File: src/rtl/poly_mixer.sv
// Polyphonic voice mixer: per-channel envelope gains, serial multiply-accumulate,
// then a bit-serial restoring divide that normalizes the mix by the total gain.

module poly_mixer_gain #(
    parameter int GW = 4
) (
    input  logic          clk,
    input  logic          n_rst,
    input  logic          step,
    input  logic          key,
    output logic [GW-1:0] gain
);
    localparam logic [GW-1:0] MAXG = {GW{1'b1}};

    always_ff @(posedge clk) begin
        if (n_rst) begin
            gain <= '0;
        end else if (step) begin
            if (key && gain != MAXG)
                gain <= gain + 1'b1;
            else if (!key && gain != '0)
                gain <= gain - 1'b1;
        end
    end
endmodule

module poly_mixer #(
    parameter int NCH = 12,
    parameter int SW  = 8,
    parameter int GW  = 4
) (
    input  logic              clk,
    input  logic              n_rst,
    input  logic [NCH*SW-1:0] sample_in,
    input  logic [NCH-1:0]    key_on,
    input  logic              start,
    output logic [SW-1:0]     mix_out,
    output logic              mix_valid,
    output logic              busy
);
    localparam int CHW = $clog2(NCH);
    localparam int AW  = SW + GW + CHW;
    localparam int GSW = GW + CHW;
    localparam int BW  = $clog2(AW);

    localparam logic [SW-1:0]  MID      = {1'b1, {(SW-1){1'b0}}};
    localparam logic [CHW-1:0] CH_LAST  = CHW'(NCH - 1);
    localparam logic [BW-1:0]  BIT_LAST = BW'(AW - 1);

    typedef enum logic [1:0] {IDLE, ACCUM, DIVIDE, DONE} state_t;

    state_t state, state_nxt;

    logic [NCH-1:0][SW-1:0] samp;
    logic [NCH-1:0][GW-1:0] g;
    logic [AW-1:0]          acc;
    logic [GSW-1:0]         gsum;
    logic [GSW-1:0]         rem;
    logic [CHW-1:0]         ch;
    logic [BW-1:0]          bcnt;
    logic                   accept;

    assign accept = (state == IDLE) && start;

    // Gains step once per accepted frame, so ACCUM already sees the new values.
    for (genvar i = 0; i < NCH; i++) begin : g_gain
        poly_mixer_gain #(.GW(GW)) u_gain (
            .clk   (clk),
            .n_rst (n_rst),
            .step  (accept),
            .key   (key_on[i]),
            .gain  (g[i])
        );
    end

    logic [SW+GW-1:0] prod;
    assign prod = samp[ch] * g[ch];

    // acc doubles as the quotient shift register during DIVIDE.
    logic [GSW:0]   div_sh;
    logic [GSW-1:0] div_diff;
    logic [GSW-1:0] div_rem;
    logic           div_ge;
    logic [AW-1:0]  div_q;

    always_comb begin
        div_sh   = {rem, acc[AW-1]};
        div_ge   = div_sh >= {1'b0, gsum};
        div_diff = div_sh[GSW-1:0] - gsum;
        div_rem  = div_ge ? div_diff : div_sh[GSW-1:0];
        div_q    = {acc[AW-2:0], div_ge};
    end

    always_ff @(posedge clk) begin
        if (n_rst) state <= IDLE;
        else       state <= state_nxt;
    end

    always_comb begin
        state_nxt = state;
        case (state)
            IDLE:    if (start) state_nxt = ACCUM;
            ACCUM:   if (ch == CH_LAST) state_nxt = DIVIDE;
            DIVIDE:  if (bcnt == BIT_LAST) state_nxt = DONE;
            DONE:    state_nxt = IDLE;
            default: state_nxt = IDLE;
        endcase
    end

    always_comb begin
        busy      = (state != IDLE);
        mix_valid = (state == DONE);
    end

    always_ff @(posedge clk) begin
        if (n_rst) begin
            samp    <= '0;
            acc     <= '0;
            gsum    <= '0;
            rem     <= '0;
            ch      <= '0;
            bcnt    <= '0;
            mix_out <= MID;
        end else begin
            case (state)
                IDLE: if (start) begin
                    samp <= sample_in;
                    acc  <= '0;
                    gsum <= '0;
                    ch   <= '0;
                end
                ACCUM: begin
                    acc  <= acc + {{CHW{1'b0}}, prod};
                    gsum <= gsum + {{CHW{1'b0}}, g[ch]};
                    if (ch == CH_LAST) begin
                        ch   <= '0;
                        rem  <= '0;
                        bcnt <= '0;
                    end else begin
                        ch <= ch + 1'b1;
                    end
                end
                DIVIDE: begin
                    acc  <= div_q;
                    rem  <= div_rem;
                    bcnt <= bcnt + 1'b1;
                    // Quotient fits SW bits since acc <= max_sample * gsum.
                    if (bcnt == BIT_LAST)
                        mix_out <= (gsum == '0) ? MID : div_q[SW-1:0];
                end
                default: ;
            endcase
        end
    end
endmodule

File: config.mk
export PLATFORM = sky130hd
export DESIGN_NAME = poly_mixer
export DESIGN_NICKNAME = d
export VERILOG_FILES = /design/src/rtl/poly_mixer.sv
export SDC_FILE = /design/constraint.sdc
export NUM_CORES = 1
export LEC_CHECK = 0
export CAP_MARGIN = 0
export CORE_MARGIN = 2
export CORE_UTILIZATION = 38
export DETAILED_ROUTE_END_ITERATION = 10
export PLACE_DENSITY_LB_ADDON = 0.1
export REMOVE_ABC_BUFFERS = 1
export SLEW_MARGIN = 20
export SYNTH_ARGS = -nofsm -noshare
export SYNTH_HDL_FRONTEND = slang
export SYNTH_SLANG_ARGS = --single-unit
export TNS_END_PERCENT = 30
File: constraint.sdc
create_clock -name clk -period 5.2 [get_ports clk]
set_clock_uncertainty 0.05 [all_clocks]
set_input_delay 0.52 -clock clk [delete_from_list [all_inputs] [get_ports clk]]
set_output_delay 0.52 -clock clk [all_outputs]
set_load 0.02 [all_outputs]
* Word-level counts from Yosys, hierarchy flattened
Index checks and enable logic that the tools add are counted.
** Word-level totals
- Bits in registers :: 194
- Bits of input ports :: 111
- Word-level logic and storage cells :: 213
** Operators by class
- Add/subtract/negate cells :: 29
- Muxes and demuxes :: 45
- Multiply operators :: 1
- Order comparisons :: 2
- Reductions and logical operators :: 85
- Eq/ne operators :: 20
** Operators with widths (number)
- 4-bit 2-to-1 mux :: 28
- 4-bit by 1-bit adder with 4-bit output, second input constant :: 14
- 4-bit != test, second input constant :: 12
- 16-bit case mux with 3 select lines :: 1
- 4-bit nonzero test :: 12
- 4-bit by 1-bit subtractor with 4-bit output, second input constant :: 12
- 8-bit 2-to-1 mux :: 5
- 2-bit AND reduction :: 17
- 8-bit binary-select mux with 4-bit select :: 1
- 8-bit case mux with 2 select lines :: 2
- 2-bit nonzero test :: 15
- 1-bit logical AND :: 25
- 16-bit by 12-bit adder with 16-bit output :: 1
- 4-bit binary-select mux with 4-bit select :: 1
- 16-bit 2-to-1 mux :: 1
- 4-bit case mux with 2 select lines :: 2
- 1-bit zero test :: 12
- 8-bit by 4-bit multiplier with 12-bit output :: 1
- 9-bit by 8-bit >= comparator with 1-bit output :: 1
- 8-bit by 4-bit adder with 8-bit output :: 1
- 4-bit == test, second input constant :: 2
- 8-bit zero test :: 1
- 2-bit case mux with 4 select lines :: 1
- 8-bit subtractor :: 1
- 8 further kinds :: 13

* Logic depth before layout (Yosys ltp)
Gate-level depths: netlist (run 1).
- Word-level depth :: 5
- Depth in mapped cells :: 20
- Mapped depth without buffers :: 18

* Cells and area by module
From an unflattened synthesis (run 1), not the netlist that was laid out.
** Second synthesis, totals
- Cells, all modules :: 1394
- Area, all modules :: 12006.5 um^2
** By module, submodules not included
- poly_mixer :: area an instance 8493.1 um^2, instances 1, cells each 1010
- poly_mixer_gain :: area an instance 292.8 um^2, instances 12, cells each 32

* Least setup slack after synthesis (run 1)
No wires, ideal clock.
- Kind :: register -> register
- From :: register ch[0]
- To :: register acc[11]
- Arrival :: 4.595 ns
- Clock period less this slack :: 4.760 ns
- Cell stages (with the launch flop) :: 18
- Setup slack :: 0.440 ns
- Cells stage by stage :: dfxtp_1 > buf_6 > mux4_2 > mux2i_1 > nor2_1 > a21oi_4 > or2_1 > fa_1 > fa_1 > fa_1 > inv_1 > ha_1 > nor2b_1 > o31a_1 > o21ai_2 > a21oi_1 > or3_1 > a31o_1
** Between the ends
- Word-level cells in the longest chain between the ends :: 5
- Elaborated cells on any way between the ends :: 7
- Those cells by class :: add/sub (1); mul (1); mux (5)
** RTL lines
- from (decl) :: line 59 : logic [CHW-1:0] ch;
- from (signal assigned) :: line 140 : ch <= ch + 1'b1;
- 8-bit binary-select mux with 4-bit select or 4-bit binary-select mux with 4-bit select (tied branches) :: line 77 : assign prod = samp[ch] * g[ch];
- 8-bit 2-to-1 mux (implied by the code) or 4-bit 2-to-1 mux (tied branches) :: line 77
- 8-bit by 4-bit multiplier with 12-bit output * :: line 77
- 16-bit by 12-bit adder with 16-bit output * :: line 133 : acc <= acc + {{CHW{1'b0}}, prod};
- 16-bit case mux with 3 select lines * :: line 125 : case (state)
- to (signal assigned) :: line 133
- to (signal assigned) :: line 144 : acc <= div_q;
- to (decl) :: line 56 : logic [AW-1:0] acc;
Every way passes the cells marked *; elsewhere a longest branch is shown, timed or not. The select of a mux whose other input is x is not followed.
A chain may end at the register's enable or synchronous reset.

* Worst setup path after layout (run 1)
- From :: register ch[0]
- To :: register acc[9]
The elaborated chain is that of the path after synthesis.

==> run_summary.xml, run 1 <==
<?xml version="1.0" encoding="UTF-8"?>
<metrics>
  <group name="synthesis">
    <metric name="synthCells" unit="">1334</metric>
    <metric name="yosys.area_share.adder" unit="%">13.1</metric>
    <metric name="top_post_synthesis_cells_by_count" unit="">nand2_1, dfxtp_1, a21oi_1</metric>
    <metric name="share_of_the_yosys_chip_area_belonging_to_registers" unit="%">33.6</metric>
    <metric name="post_synth_instance_area" unit="µm²">11500</metric>
    <metric name="syn_area_per_cell" unit="µm²">8.65</metric>
    <metric name="yosys.area.top_type" unit="">dfxtp_1</metric>
    <metric name="edff_count_synth" unit="">0</metric>
    <metric name="synth-xor-area-share" unit="%">4.78</metric>
    <metric name="post_synth_and_or_nand_nor_area_fraction" unit="%">16.5</metric>
    <metric name="ys.flop_type" unit="">dfxtp_1</metric>
    <metric name="multiplexer_share_of_the_synthesized_area" unit="%">10.0</metric>
    <metric name="synth.ff_latch_count" unit="">194</metric>
    <metric name="synth_compound_gate_area_share" unit="%">16.2</metric>
    <metric name="synth_top_family_by_area" unit="">simple AND/OR/NAND/NOR gates</metric>
    <metric name="ys_top_cells_by_area" unit="">dfxtp_1, nand2_1, ha_1, mux4_2, a21oi_1</metric>
    <metric name="async_flop_share" unit="%">0</metric>
    <metric name="yosysWarningCount" unit="">0</metric>
    <metric name="synth.most_common_cell" unit="">nand2_1</metric>
    <metric name="top_cell_type_s_share_of_synthesized_area" unit="%">33.6</metric>
    <metric name="synth.lib_cells_used.distinct" unit="">67</metric>
  </group>
  <group name="clocking">
    <metric name="clkTransAtPathRegs" unit="ns">0.09</metric>
    <metric name="cts.root.buffer_cell" unit="">clkbuf_16</metric>
    <metric name="cts-htree-levels" unit="">4</metric>
    <metric name="clock_latency_on_the_worst_skew_pair" unit="ns">0.45</metric>
    <metric name="cts_tree" unit="">built</metric>
    <metric name="clock_sink_count" unit="">194</metric>
    <metric name="cts_made_buffers" unit="">17</metric>
    <metric name="ctsLongestPathBuffers" unit="">2</metric>
  </group>
  <group name="global_route">
    <metric name="grt_start_max_net_pins" unit="">97</metric>
    <metric name="grt_usage" unit="%">18.3</metric>
    <metric name="use_met1" unit="%">25.1</metric>
    <metric name="globalRoute.busiestLayer" unit="">met2</metric>
    <metric name="grt_first_pass_wirelength" unit="µm">46600</metric>
    <metric name="global_route.usage.met3" unit="%">3.01</metric>
    <metric name="grt-ovfl-total" unit="">0</metric>
    <metric name="grt_pass1_vias" unit="">9016</metric>
    <metric name="groute.layer.met2.usage" unit="%">30.6</metric>
    <metric name="grt_antenna_before_repair" unit="">0</metric>
  </group>
  <group name="sta">
    <metric name="timing.setup.tns" unit="ns">0</metric>
    <metric name="timing.hold.ws" unit="ns">0.407</metric>
    <metric name="post_route_worst_setup_slack" unit="ns">0.164</metric>
    <metric name="worst_slew_pin_slew" unit="ns">1.01</metric>
    <metric name="final-max-slew-violation-count" unit="">0</metric>
    <metric name="timing.final.setup_violations" unit="">0</metric>
    <metric name="min_period" unit="ns">5.04</metric>
    <metric name="period_utilisation_layout" unit="%">96.9</metric>
    <metric name="slew_headroom" unit="%">32.4</metric>
    <metric name="final-hold-violation-count" unit="">0</metric>
    <metric name="max_freq" unit="MHz">199</metric>
  </group>
  <group name="run">
    <metric name="cap_violations" unit="">0</metric>
  </group>
  <group name="worst_setup_path">
    <metric name="criticalPathCategory" unit="">reg -&gt; reg</metric>
    <metric name="crit_path_end_kind" unit="">flop</metric>
    <metric name="crit_path_max_fanout" unit="">6</metric>
    <metric name="worstSetupStartpointType" unit="">flop</metric>
    <metric name="critical_path_arrival" unit="ns">5.34</metric>
    <metric name="crit_required" unit="ns">5.51</metric>
  </group>
  <group name="route">
    <metric name="detail-route-antenna-nets" unit="">0</metric>
    <metric name="detailedRoute.firstPassIterationCount" unit="">5</metric>
    <metric name="drt_iter0_drc" unit="">442</metric>
    <metric name="drt_drc_violations_left" unit="">0</metric>
    <metric name="vias_per_cell" unit="">5.09</metric>
    <metric name="drt-wirelength-per-cell" unit="µm">15.6</metric>
    <metric name="routed-via-count" unit="">9378</metric>
    <metric name="postRouteWirelength" unit="µm">28800</metric>
  </group>
  <group name="place">
    <metric name="number_of_i_o_port_buffers" unit="">120</metric>
    <metric name="pre_cts_slack" unit="ns">0.0781</metric>
    <metric name="finalWeightedCongestion" unit="">0.806</metric>
    <metric name="detailedPlacementHpwl" unit="µm">20500</metric>
  </group>
  <group name="floorplanning">
    <metric name="die_width" unit="µm">178</metric>
    <metric name="top_level_ports" unit="">121</metric>
    <metric name="die_height" unit="µm">178</metric>
    <metric name="die_area" unit="µm²">31800</metric>
    <metric name="floorplan.initialDensity" unit="%">38.7</metric>
    <metric name="fp-row-count" unit="">63</metric>
    <metric name="placeableCoreArea" unit="µm²">29800</metric>
  </group>
  <group name="layout">
    <metric name="area.growth.synth_to_final" unit="%">20.5</metric>
    <metric name="num-nets-final" unit="">1650</metric>
    <metric name="fraction_of_final_layout_cells_with_drive_strength_greater_than_1" unit="%">9.44</metric>
    <metric name="antenna_diode_count" unit="">0</metric>
  </group>
  <group name="power">
    <metric name="leakagePower" unit="nW">5.50</metric>
    <metric name="pwr_density_cell" unit="nW/µm²">392</metric>
    <metric name="largest_vdd_supply_drop" unit="mV">0.287</metric>
  </group>
  <group name="outcome">
    <metric name="result_of_the_run" unit="">complete, no violations</metric>
  </group>
  <group name="hold_path">
    <metric name="hold_path_class" unit="">reg -&gt; reg</metric>
  </group>
</metrics>
layout make-up:
class | instances | area [µm²]
inverter | 87 | 327
multi-input combinational | 986 | 7040
tap | 390 | 488
fill | 2946 | 15900
clock inverter | 15 | 238
timing repair buffer | 153 | 1500
sequential | 194 | 3890
clock buffer | 17 | 425
logic make-up after synthesis:
| logic type | count (synthesis) |
|---|---|
| AO/OA/AOI/OAI | 294 |
| XOR/XNOR | 63 |
| adder cells (fa/ha/maj) | 100 |
| buffers and inverters | 154 |
| flip-flops | 194 |
| multiplexers | 70 |
| AND/OR/NAND/NOR | 459 |
cells in the final DEF (no fill, tap or decap), drive strengths merged, types with 13 or more instances in the layout:
| cell type | n |
|---|---|
| mux2i | 33 |
| nand4 | 15 |
| ha | 65 |
| dfxtp | 194 |
| fa | 35 |
| nand2 | 246 |
| nor3 | 13 |
| xor2 | 16 |
| xnor2 | 47 |
| a21oi | 166 |
| nor2 | 134 |
| o21ai | 25 |
| clkdlybuf4s50 | 119 |
| a22oi | 15 |
| buf | 33 |
| nand3 | 15 |
| clkbuf | 18 |
| a211oi | 18 |
| mux4 | 36 |
| a21o | 17 |
| inv | 100 |
worst max-delay path, stage by stage, from the launching register on:
cell      delay, ns
dfxtp_4        0.40
buf_6          0.14
mux4_2         0.52
mux2i_2        0.20
nor2_1         0.09
a21oi_4        0.19
buf_4          0.17
nor2_1         0.06
fa_1           0.51
fa_1           0.55
inv_1          0.05
fa_1           0.49
inv_1          0.04
ha_1           0.34
o21a_1         0.14
o31a_1         0.23
o21ai_2        0.11
buf_4          0.14
a211oi_2       0.20
nor3_1         0.07
o32ai_1        0.26
flip-flops by register name, indices dropped and copies added, names as in the netlist:
register            count
acc                    16
bcnt                    4
ch                      4
g_gain.u_gain.gain     48
gsum                    8
mix_out                 8
rem                     8
samp                   96
state                   2
path summary, 6_finish.rpt:
check	startpoint	endpoint	cells past startpoint	slack (ns)
setup / recovery	ch[0]	acc[9]	20	0.16
hold / removal	samp[80]	samp[80]	2	0.41
setup reg to reg	ch[0]	acc[9]	20	0.16
hold reg to reg	samp[80]	samp[80]	2	0.41
through the flow:
stage	instances	utilization, %	total power [mW]	instance area [µm²]
after floorplan	1267	-	3.37	11200
after global placement	1797	43.9	3.95	13100
after detailed placement	1797	43.9	3.97	13100
after CTS	1829	46.2	5.47	13800
after global routing	1842	46.7	5.83	13900
final	1842	46.7	5.46	13900
routing by layer:
layer / wire [µm] / share of wire (%)
met1: 14200 / 49
met2: 13600 / 47
met3: 706 / 2.5
met4: 278 / 0.97
met5: 0 / 0
power breakdown:
| group | total (mW) | internal [mW] | switching, mW |
|---|---|---|---|
| clock | 1.49 | 0.702 | 0.787 |
| sequential | 2.03 | 1.75 | 0.282 |
| combinational | 1.94 | 0.860 | 1.08 |
| total | 5.46 | 3.31 | 2.15 |
timing repair:
action / CTS / global route
buffers inserted: 0 / 12
resized for setup: 0 / 11
hold buffers: 0 / 0
setup endpoints to repair: 0 / 9
(Power assumes the default switching activity.)
==> run 2, diff against run 1 <==
--- a/config.mk
+++ b/config.mk
@@ -9,6 +9,7 @@
 export CORE_MARGIN = 2
 export CORE_UTILIZATION = 38
 export DETAILED_ROUTE_END_ITERATION = 10
+export DONT_BUFFER_PORTS = 1
 export PLACE_DENSITY_LB_ADDON = 0.1
 export REMOVE_ABC_BUFFERS = 1
 export SLEW_MARGIN = 20
==> run_summary.xml, run 2 (same netlist as run 1, synthesis figures left out) <==
<?xml version="1.0" encoding="UTF-8"?>
<metrics>
  <group name="hold_path">
    <metric name="hold_path_class" unit="">in -&gt; reg</metric>
    <metric name="worstHoldEndpoint" unit="">samp[39]</metric>
    <metric name="hold_path_depth" unit="">2</metric>
    <metric name="min_from" unit="">sample_in[39]</metric>
  </group>
  <group name="worst_setup_path">
    <metric name="r2r-end" unit="">acc[11]</metric>
    <metric name="crit_path_end_kind" unit="">flop</metric>
    <metric name="critical_path_arrival" unit="ns">5.21</metric>
    <metric name="worstSetupStartpointType" unit="">flop</metric>
    <metric name="crit_required" unit="ns">5.48</metric>
    <metric name="timing.rr.start" unit="">ch[0]</metric>
    <metric name="worst-r2r-cell-count" unit="">18</metric>
    <metric name="crit_path_max_fanout" unit="">8</metric>
    <metric name="reg2reg_slack" unit="ns">0.27</metric>
    <metric name="criticalPathCategory" unit="">reg -&gt; reg</metric>
  </group>
  <group name="layout">
    <metric name="sequential_cell_area" unit="µm²">3890</metric>
    <metric name="num-nets-final" unit="">1529</metric>
    <metric name="fraction_of_final_layout_cells_with_drive_strength_greater_than_1" unit="%">9.92</metric>
    <metric name="layout_common_cells" unit="">nand2_1, dfxtp_1, a21oi_1</metric>
    <metric name="regMostFlops" unit="">samp</metric>
    <metric name="footprint_of_the_multi_input_gates" unit="µm²">7030</metric>
    <metric name="finish.cell_count_without_fillers" unit="">1723</metric>
    <metric name="largest_registers" unit="">samp (96), g_gain.u_gain.gain (48), acc (16)</metric>
    <metric name="final_instance_area" unit="µm²">12700</metric>
    <metric name="nFillCells" unit="">2994</metric>
    <metric name="largest_register_ffs" unit="">96</metric>
    <metric name="final_common_cell" unit="">nand2_1</metric>
    <metric name="area.growth.synth_to_final" unit="%">9.71</metric>
    <metric name="finalCoreUtilization" unit="%">42.5</metric>
  </group>
  <group name="clocking">
    <metric name="clkTransAtPathRegs" unit="ns">0.09</metric>
    <metric name="cts_hold_buffers" unit="">0</metric>
    <metric name="clock_sink_count" unit="">194</metric>
    <metric name="cts_tree" unit="">built</metric>
    <metric name="ctsLongestPathBuffers" unit="">2</metric>
    <metric name="cts_made_buffers" unit="">17</metric>
    <metric name="clock_latency_on_the_worst_skew_pair" unit="ns">0.44</metric>
    <metric name="cts-htree-levels" unit="">4</metric>
    <metric name="cts.root.buffer_cell" unit="">clkbuf_16</metric>
  </group>
  <group name="place">
    <metric name="pre_cts_slack" unit="ns">0.112</metric>
    <metric name="dpl.cell_count" unit="">1679</metric>
    <metric name="finalWeightedCongestion" unit="">0.801</metric>
    <metric name="detailedPlacementHpwl" unit="µm">20100</metric>
    <metric name="number_of_i_o_port_buffers" unit="">0</metric>
    <metric name="dpl_cell_area" unit="µm²">11900</metric>
  </group>
  <group name="sta">
    <metric name="final-hold-violation-count" unit="">0</metric>
    <metric name="min_period" unit="ns">4.93</metric>
    <metric name="worst_slew_pin_slew" unit="ns">1.06</metric>
    <metric name="max_freq" unit="MHz">203</metric>
    <metric name="slew_headroom" unit="%">29.2</metric>
    <metric name="period_utilisation_layout" unit="%">94.8</metric>
    <metric name="final-max-slew-violation-count" unit="">0</metric>
    <metric name="timing.setup.tns" unit="ns">0</metric>
    <metric name="timing.hold.ws" unit="ns">0.154</metric>
    <metric name="timing.final.setup_violations" unit="">0</metric>
    <metric name="post_route_worst_setup_slack" unit="ns">0.272</metric>
  </group>
  <group name="outcome">
    <metric name="result_of_the_run" unit="">complete, no violations</metric>
  </group>
  <group name="floorplanning">
    <metric name="die_height" unit="µm">178</metric>
    <metric name="top_level_ports" unit="">121</metric>
    <metric name="die_width" unit="µm">178</metric>
    <metric name="floorplan.initialDensity" unit="%">38.7</metric>
    <metric name="die_area" unit="µm²">31800</metric>
    <metric name="placeableCoreArea" unit="µm²">29800</metric>
    <metric name="fp-row-count" unit="">63</metric>
  </group>
  <group name="global_route">
    <metric name="grt_start_max_net_pins" unit="">185</metric>
    <metric name="grt-ovfl-total" unit="">0</metric>
    <metric name="grt_pass1_vias" unit="">8440</metric>
    <metric name="grt_first_pass_wirelength" unit="µm">45300</metric>
    <metric name="grt_usage" unit="%">18.1</metric>
    <metric name="grt_antenna_before_repair" unit="">1</metric>
  </group>
  <group name="route">
    <metric name="detailedRoute.firstPassIterationCount" unit="">5</metric>
    <metric name="detail-route-antenna-nets" unit="">0</metric>
    <metric name="postRouteWirelength" unit="µm">28200</metric>
    <metric name="drt-wirelength-per-cell" unit="µm">16.3</metric>
    <metric name="drt_iter0_drc" unit="">613</metric>
    <metric name="drt_drc_violations_left" unit="">0</metric>
    <metric name="vias_per_cell" unit="">5.18</metric>
    <metric name="routed-via-count" unit="">8923</metric>
  </group>
  <group name="run">
    <metric name="cap_violations" unit="">0</metric>
  </group>
  <group name="power">
    <metric name="largest_vdd_supply_drop" unit="mV">0.254</metric>
    <metric name="pwr_density_cell" unit="nW/µm²">417</metric>
    <metric name="leakagePower" unit="nW">5.03</metric>
    <metric name="design_power_total" unit="mW">5.28</metric>
  </group>
</metrics>
## run 2: cell count changes in the layout (fill, tap and decap cells not counted), moves of 2 or more
cell,before,now
inv_8,2,4
inv_12,7,1
clkdlybuf4s50_1,119,0
inv_16,3,0
diode_2,0,2
buf_6,3,0
inv_6,1,3
bufinv_16,0,2
o21ai_1,7,5
## run 2: layout make-up
type,instances,area share (%)
diodes,2,0.0395
clock buffers,17,3.36
flip-flops and latches,194,30.7
clock inverters,15,1.66
well taps,390,3.85
multi-input cells,986,55.5
repair buffers,32,2.33
inverters,87,2.58
## run 2: metal layers
metal / GRT usage, % / wire length [µm]
met1: 25.7 / 13700
met3: 3.20 / 1160
met5: 0 / 0
met2: 28.5 / 12900
met4: 4.44 / 400
## run 2: power breakdown
group,total [mW],leakage [nW],switching [mW],internal [mW]
clock,1.43,0.312,0.683,0.747
combinational,1.82,3.13,1.05,0.776
sequential,2.03,1.59,0.283,1.75
## run 2: worst max-delay path: stages (launching register included)
cell and delay, ns:
dfxtp_4 0.42, buf_12 0.15, mux4_2 0.51, mux2i_2 0.19
nor2_1 0.06, a21oi_1 0.16, buf_4 0.16, or2_1 0.11
fa_1 0.44, fa_1 0.51, fa_1 0.51, inv_1 0.04
ha_1 0.29, nor2b_1 0.15, o31a_1 0.29, o21ai_2 0.17
a21oi_1 0.10, or3_1 0.31, a31o_1 0.20
## run 2: how the worst max path moves through the flow
stage	startpoint	end
finish	ch[0]	acc[11]
detailed placement	ch[0]	acc[12]
floorplan	ch[0]	acc[11]
global route	ch[0]	acc[11]
global placement	ch[0]	acc[12]
CTS	ch[0]	acc[12]
## run 2: timing repair
action / 4_1_cts / 5_1_grt
setup endpoints to repair: 0 / 8
resized for setup: 0 / 4
hold endpoints to repair: 0 / 0
buffers inserted: 0 / 9
